File: src/rtl/idu_queue.sv
// idu_queue: instruction-decode stage with a small circular instruction queue.
// Fetched {inst, pc} pairs are buffered between the IFU and the EXU. The head
// entry is decoded combinationally into opcode, register, immediate, system-op
// type and illegal-opcode fields. A redirect flush empties the queue in one cycle.
module idu_queue #(
  parameter int DEPTH = 2,
  parameter int PC_W  = 32
) (
  input  logic            i_clock,
  input  logic            i_reset,
  input  logic            i_flush,
  input  logic            i_valid,
  output logic            o_ready,
  input  logic [31:0]     i_inst,
  input  logic [PC_W-1:0] i_pc,
  output logic            o_valid,
  input  logic            i_ready,
  output logic [PC_W-1:0] o_pc,
  output logic [6:0]      o_op,
  output logic [2:0]      o_func,
  output logic [6:0]      o_func7,
  output logic [4:0]      o_reg_rd,
  output logic [4:0]      o_reg_rs1,
  output logic [4:0]      o_reg_rs2,
  output logic [31:0]     o_imm,
  output logic [2:0]      o_csr_t,
  output logic            o_illegal
);

  localparam int PTR_W = (DEPTH > 1) ? $clog2(DEPTH) : 1;
  localparam int CNT_W = PTR_W + 1;

  localparam logic [31:0] NOP_INST = 32'h0000_0013;

  localparam logic [6:0] OP_IMM    = 7'b0010011;
  localparam logic [6:0] OP_JALR   = 7'b1100111;
  localparam logic [6:0] OP_LOAD   = 7'b0000011;
  localparam logic [6:0] OP_SYSTEM = 7'b1110011;
  localparam logic [6:0] OP_LUI    = 7'b0110111;
  localparam logic [6:0] OP_AUIPC  = 7'b0010111;
  localparam logic [6:0] OP_JAL    = 7'b1101111;
  localparam logic [6:0] OP_STORE  = 7'b0100011;
  localparam logic [6:0] OP_BRANCH = 7'b1100011;
  localparam logic [6:0] OP_REG    = 7'b0110011;

  localparam logic [2:0] CSR_MRET  = 3'b000;
  localparam logic [2:0] CSR_CSRW  = 3'b001;
  localparam logic [2:0] CSR_ECALL = 3'b011;
  localparam logic [2:0] CSR_NONE  = 3'b111;

  typedef enum logic [2:0] {
    FMT_I,
    FMT_U,
    FMT_J,
    FMT_S,
    FMT_B,
    FMT_R,
    FMT_NONE
  } fmt_t;

  logic [31:0]     mem_inst [DEPTH];
  logic [PC_W-1:0] mem_pc   [DEPTH];

  logic [PTR_W-1:0] wr_ptr;
  logic [PTR_W-1:0] rd_ptr;
  logic [CNT_W-1:0] count;

  logic full;
  logic empty;
  logic enq;
  logic deq;

  logic [31:0]     head_inst;
  logic [PC_W-1:0] head_pc;
  fmt_t            head_fmt;

  // Occupancy flags come straight from the registered count, so o_ready never
  // depends on the downstream handshake; a full queue refuses even when the
  // head is leaving this cycle.
  assign full    = (count == CNT_W'(DEPTH));
  assign empty   = (count == '0);
  assign o_ready = !full && !i_reset;
  assign o_valid = !empty && !i_reset;
  assign enq     = i_valid && o_ready;
  assign deq     = o_valid && i_ready;

  // Queue state: reset clears storage to NOPs, flush only rewinds the pointers,
  // otherwise enqueue/dequeue advance their pointers and adjust the count.
  always_ff @(posedge i_clock) begin
    if (i_reset) begin
      wr_ptr <= '0;
      rd_ptr <= '0;
      count  <= '0;
      for (int i = 0; i < DEPTH; i++) begin
        mem_inst[i] <= NOP_INST;
        mem_pc[i]   <= '0;
      end
    end else if (i_flush) begin
      wr_ptr <= '0;
      rd_ptr <= '0;
      count  <= '0;
    end else begin
      if (enq) begin
        mem_inst[wr_ptr] <= i_inst;
        mem_pc[wr_ptr]   <= i_pc;
        wr_ptr           <= wr_ptr + 1'b1;
      end
      if (deq) begin
        rd_ptr <= rd_ptr + 1'b1;
      end
      case ({enq, deq})
        2'b10:   count <= count + 1'b1;
        2'b01:   count <= count - 1'b1;
        default: count <= count;
      endcase
    end
  end

  // An empty queue presents a NOP at pc 0 so the decode outputs stay in a
  // known, harmless state rather than showing a stale entry.
  always_comb begin
    head_inst = NOP_INST;
    head_pc   = '0;
    if (o_valid) begin
      head_inst = mem_inst[rd_ptr];
      head_pc   = mem_pc[rd_ptr];
    end
  end

  // Classify the head opcode into its immediate format.
  always_comb begin
    head_fmt = FMT_NONE;
    case (head_inst[6:0])
      OP_IMM, OP_JALR, OP_LOAD, OP_SYSTEM: head_fmt = FMT_I;
      OP_LUI, OP_AUIPC:                    head_fmt = FMT_U;
      OP_JAL:                              head_fmt = FMT_J;
      OP_STORE:                            head_fmt = FMT_S;
      OP_BRANCH:                           head_fmt = FMT_B;
      OP_REG:                              head_fmt = FMT_R;
      default:                             head_fmt = FMT_NONE;
    endcase
  end

  // Form the immediate for the head format; R-type and unknown opcodes give 0.
  always_comb begin
    o_imm = 32'h0;
    case (head_fmt)
      FMT_I: o_imm = {{20{head_inst[31]}}, head_inst[31:20]};
      FMT_U: o_imm = {head_inst[31:12], 12'h000};
      FMT_J: o_imm = {{12{head_inst[31]}}, head_inst[19:12], head_inst[20],
                      head_inst[30:21], 1'b0};
      FMT_S: o_imm = {{20{head_inst[31]}}, head_inst[31:25], head_inst[11:7]};
      FMT_B: o_imm = {{20{head_inst[31]}}, head_inst[7], head_inst[30:25],
                      head_inst[11:8], 1'b0};
      default: o_imm = 32'h0;
    endcase
  end

  // System-op type: func 000 splits MRET from ECALL on inst[21], any other
  // func is a CSR write, and non-system opcodes report NONE.
  always_comb begin
    o_csr_t = CSR_NONE;
    if (head_inst[6:0] == OP_SYSTEM) begin
      if (head_inst[14:12] == 3'b000) begin
        o_csr_t = head_inst[21] ? CSR_MRET : CSR_ECALL;
      end else begin
        o_csr_t = CSR_CSRW;
      end
    end
  end

  assign o_pc      = head_pc;
  assign o_op      = head_inst[6:0];
  assign o_func    = head_inst[14:12];
  assign o_func7   = head_inst[31:25];
  assign o_reg_rd  = head_inst[11:7];
  assign o_reg_rs1 = head_inst[19:15];
  assign o_reg_rs2 = head_inst[24:20];
  assign o_illegal = (head_fmt == FMT_NONE) && o_valid;

endmodule

File: config.mk
export PLATFORM = sky130hd
export DESIGN_NAME = idu_queue
export DESIGN_NICKNAME = d
export VERILOG_FILES = /design/src/rtl/idu_queue.sv
export SDC_FILE = /design/constraint.sdc
export NUM_CORES = 1
export LEC_CHECK = 0
export CAP_MARGIN = 20
export CORE_MARGIN = 3
export CORE_UTILIZATION = 44
export DETAILED_ROUTE_END_ITERATION = 16
export HOLD_SLACK_MARGIN = 0.12
export PLACE_DENSITY_LB_ADDON = 0.12
export SYNTH_ARGS = -nofsm -noshare
export SYNTH_HDL_FRONTEND = slang
export SYNTH_SLANG_ARGS = --single-unit
File: constraint.sdc
create_clock -name i_clock -period 2.9 [get_ports i_clock]
set_input_delay 0.58 -clock i_clock [delete_from_list [all_inputs] [get_ports i_clock]]
set_output_delay 0.58 -clock i_clock [all_outputs]
set_load 0.03 [all_outputs]
==> results.txt <==
Headroom to the max-slew limit came out at 36.86%. The first global-routing pass estimated 25290 µm of wire. By area the synthesized netlist is led by edfxtp_1, and2_1, mux2i_1. After Yosys synthesis, XOR and XNOR cells account for 0.6702% of the synthesized area. The checks that failed: negative setup slack. The routed design has 16160 µm of wire.

Once placement finished, the instance area stood at 0.008838 mm². The H-tree generated during clock tree synthesis spans 4 levels. The initial antenna violation count was 0. The library cell used most frequently in the layout, excluding fill and tap cells, is edfxtp_1.

The cell family contributing the most delay on the critical path is compound AO/OA/AOI/OAI gates. The relative area change from synthesis to final layout was 51.40%; the average detailed-routed wire length per instance was 16.94 µm. Critical path endpoint category: an output pin. Setup violations remaining at the end of the flow were counted as 35. The floorplan has 43 rows. The net total in the final layout came out at 831. Total clock sinks: 133.

The worst hold-check path type is reg2reg. The via count came out at 4818. Counting distinct cell types in the post-synthesis netlist gives 48. The worst path uses 111.2% of the clock period. The final critical-path required period works out to 3.225 ns. Share of the yosys chip area belonging to registers: 60.36%. The tools report the DRC violations left as 0.

The post-route total power is 4.652 mW, and the port buffer count is 170. Counting the buffers created by CTS gives 17. The initial utilization of the core area, before any placement, comes to 46.00%. The logs give 2 for the maximum buffer depth of the clock tree and 0.41 ns for the clock latency on the worst-skew pair. The average instance in the mapped netlist occupies 12.12 µm². After synthesis the cells add up to 0.006534 mm². The number of hold violations in the final report was 0; the fraction of final layout cells with drive strength greater than 1 was 35.27%. The post-route antenna net violation count is 0.

The die boundary width was 127.9 µm; the number of antenna repair diodes was 0. The flow ran to the end, but the final reports show violations. The area of the core was 0.01420 mm².

The vertical die dimension was 127.9 µm; the total number of yosys warnings was 0. In the layout the commonest cells are edfxtp_1, and2_1, buf_4. The number of max-slew violations in the final report was 0.

For the worst setup path, the data required time is 2.32 ns. The setup path with the least slack is of type reg2out. Synthesis inferred 133 register bits.

For this run, the top clock speed supported by timing is 310.1 MHz. The cell sitting at the root of the clock tree is a clkbuf_16. At the end of routability-driven placement, the weighted congestion stood at 0.8677. The fraction of synthesized cell area taken by the top area cell type was 58.83%; the number of global-route vias before repair was 5026. The main combinational cell family by area after synthesis was simple AND/OR/NAND/NOR gates.

Summed over all instances, the cell type with the most area after synthesis is edfxtp_1. The portion of synthesized area spent on multiplexers is 10.28%. At the pin with the least slew margin, the transition time is 0.9461 ns. The tools report the arrival time of the worst setup path as 2.64 ns. The clock arrives with 0.007272 ns of skew.

The leftover overflow at the end of global routing was 0. The number of flops mapped to enable cells by yosys works out to 128. After detailed routing, the number of vias per cell comes to 5.050. Compound-cell area share of the yosys netlist: 4.787%. In this run the static leakage power is 3.901 nW. The tool flagged a number of max-cap violations equal to 0.

The worst-path cell with the longest stage delay was or4_4. Power spread over the standard cell area amounts to 470.2 mW/mm². For the hold buffer count at CTS, the log shows 0. Hold timing on the final database bottoms out at a slack of 0.5648 ns.

The total routing usage reported by global routing was 19.87%; the largest net degree at the start of global routing was 65. Setup repair after global routing could not meet its margin everywhere. The clock-pin slew of the registers on the worst-case setup and hold paths works out to 0.05 ns. Of all flip-flops after synthesis, the portion carrying an async set or reset was 0%. The critical path contains buffers and inverters numbering 3 combined.

The minimum setup slack in the final design was -0.3249 ns. After Yosys synthesis, and, or, nand and nor cells account for 20.30% of the synthesized area. The HPWL reported at the end of detailed placement was 10720 µm; the peak per-stage delay on the critical path was 0.53 ns. TritonCTS built the clock tree. The signal on the critical path passes through buf_6 -> mux2i_4 -> o31a_1 -> or4_4 -> o21ai_4 -> o211ai_4 -> clkbuf_16 -> o21ai_4 -> buf_6.

For the synthesized netlist cell count, the log shows 539. For the largest vdd supply drop, the log shows 0.3211 mV. First-pass iteration count of the detailed router: 4.

The synthesized netlist devotes 0.1915% of its cell area to adder and majority cells. Summing all non-filler instances in the final layout gives an area of 0.009892 mm². Top fanout value on the critical path: 6.

Type of element launching the critical path: a flop. The overall die area was 0.01635 mm²; the net count after synthesis was 609. For this run, the leading register cell type out of synthesis is edfxtp_1.

In this run the count of I/O pins placed on the die edge is 171. The tools report the violation count after the first detailed-route iteration as 219.
## kinds of logic after synthesis
family / count (synthesis)
and+or+nand+nor: 244
DFF: 133
muxes: 65
buffers and inverters: 51
AOI/OAI and AO/OA: 40
xor gates and xnor gates: 5
adders and majority gates: 1
## repair_timing
item,4_1_cts,5_1_grt
pin swaps,6,12
setup endpoints to repair,44,34
gates resized for setup,54,37
cloned,0,1
buffers inserted,8,7
## metrics by stage
step	setup WS (ns)	setup TNS (ns)	utilization, %	instances
6_report	-0.3249	-9.142	69.64	954
5_1_grt	-0.4122	-12.25	69.64	954
4_1_cts	-0.3179	-9.506	68.00	947
3_5_place_dp	-0.5493	-15.80	62.23	907
3_3_place_gp	-0.5070	-14.65	62.23	907
2_1_floorplan	-0.04193	-2.866	-	539
## synthesized netlist by cell type, drive strengths merged (3+ instances only)
cell	count
edfxtp	128
and2	124
nor2	62
mux2i	51
nand2	24
clkbuf	20
o21ai	19
inv	16
buf	15
mux2	14
nor3	10
o31ai	8
nand2b	6
dfxtp	5
or2	3
xnor2	3
## path summary, 6_finish.rpt
path / from / end / slack [ns] / depth (start not counted)
max reg2reg: count[1] / count[1] / 0.71 / 10
min reg2reg: rd_ptr / flop / 0.56 / 2
min: rd_ptr / flop / 0.56 / 2
max: flop / o_imm[22] / -0.32 / 9
## cell type report
class                      count  area (µm²)
fill                        1013        4312
sequential                   133        3948
multi-input combinational    355        2830
timing repair buffer         238        2278
clock buffer                  19       432.9
tap                          180       225.2
clock inverter                13       115.1
inverter                      16       62.56
## flip-flops by register name, summed over array words and instances, names as in the netlist, named ones only
name,flops
wr_ptr,1
mem_inst,64
rd_ptr,1
count,2
mem_pc,64
## tightest hold or removal path, stage by stage, from the launching register on
cell	delay [ns]
dfxtp_1	0.32
xnor2_1	0.15
nor3_1	0.05
## per-layer routing
layer	wire [µm]	track usage (%)	vias to the layer above
li1	-	-	2331
met1	6652	23.58	2341
met2	8407	35.09	131
met3	903	4.833	15
met4	196	7.054	0
met5	0	0	-
## report_power, final
group	total, mW	switching (mW)	internal (mW)
registers	2.23	0.0272	2.20
clock network	1.98	0.742	1.24
logic	0.440	0.224	0.215
Note: power is estimated with default switching activity, not from simulation.
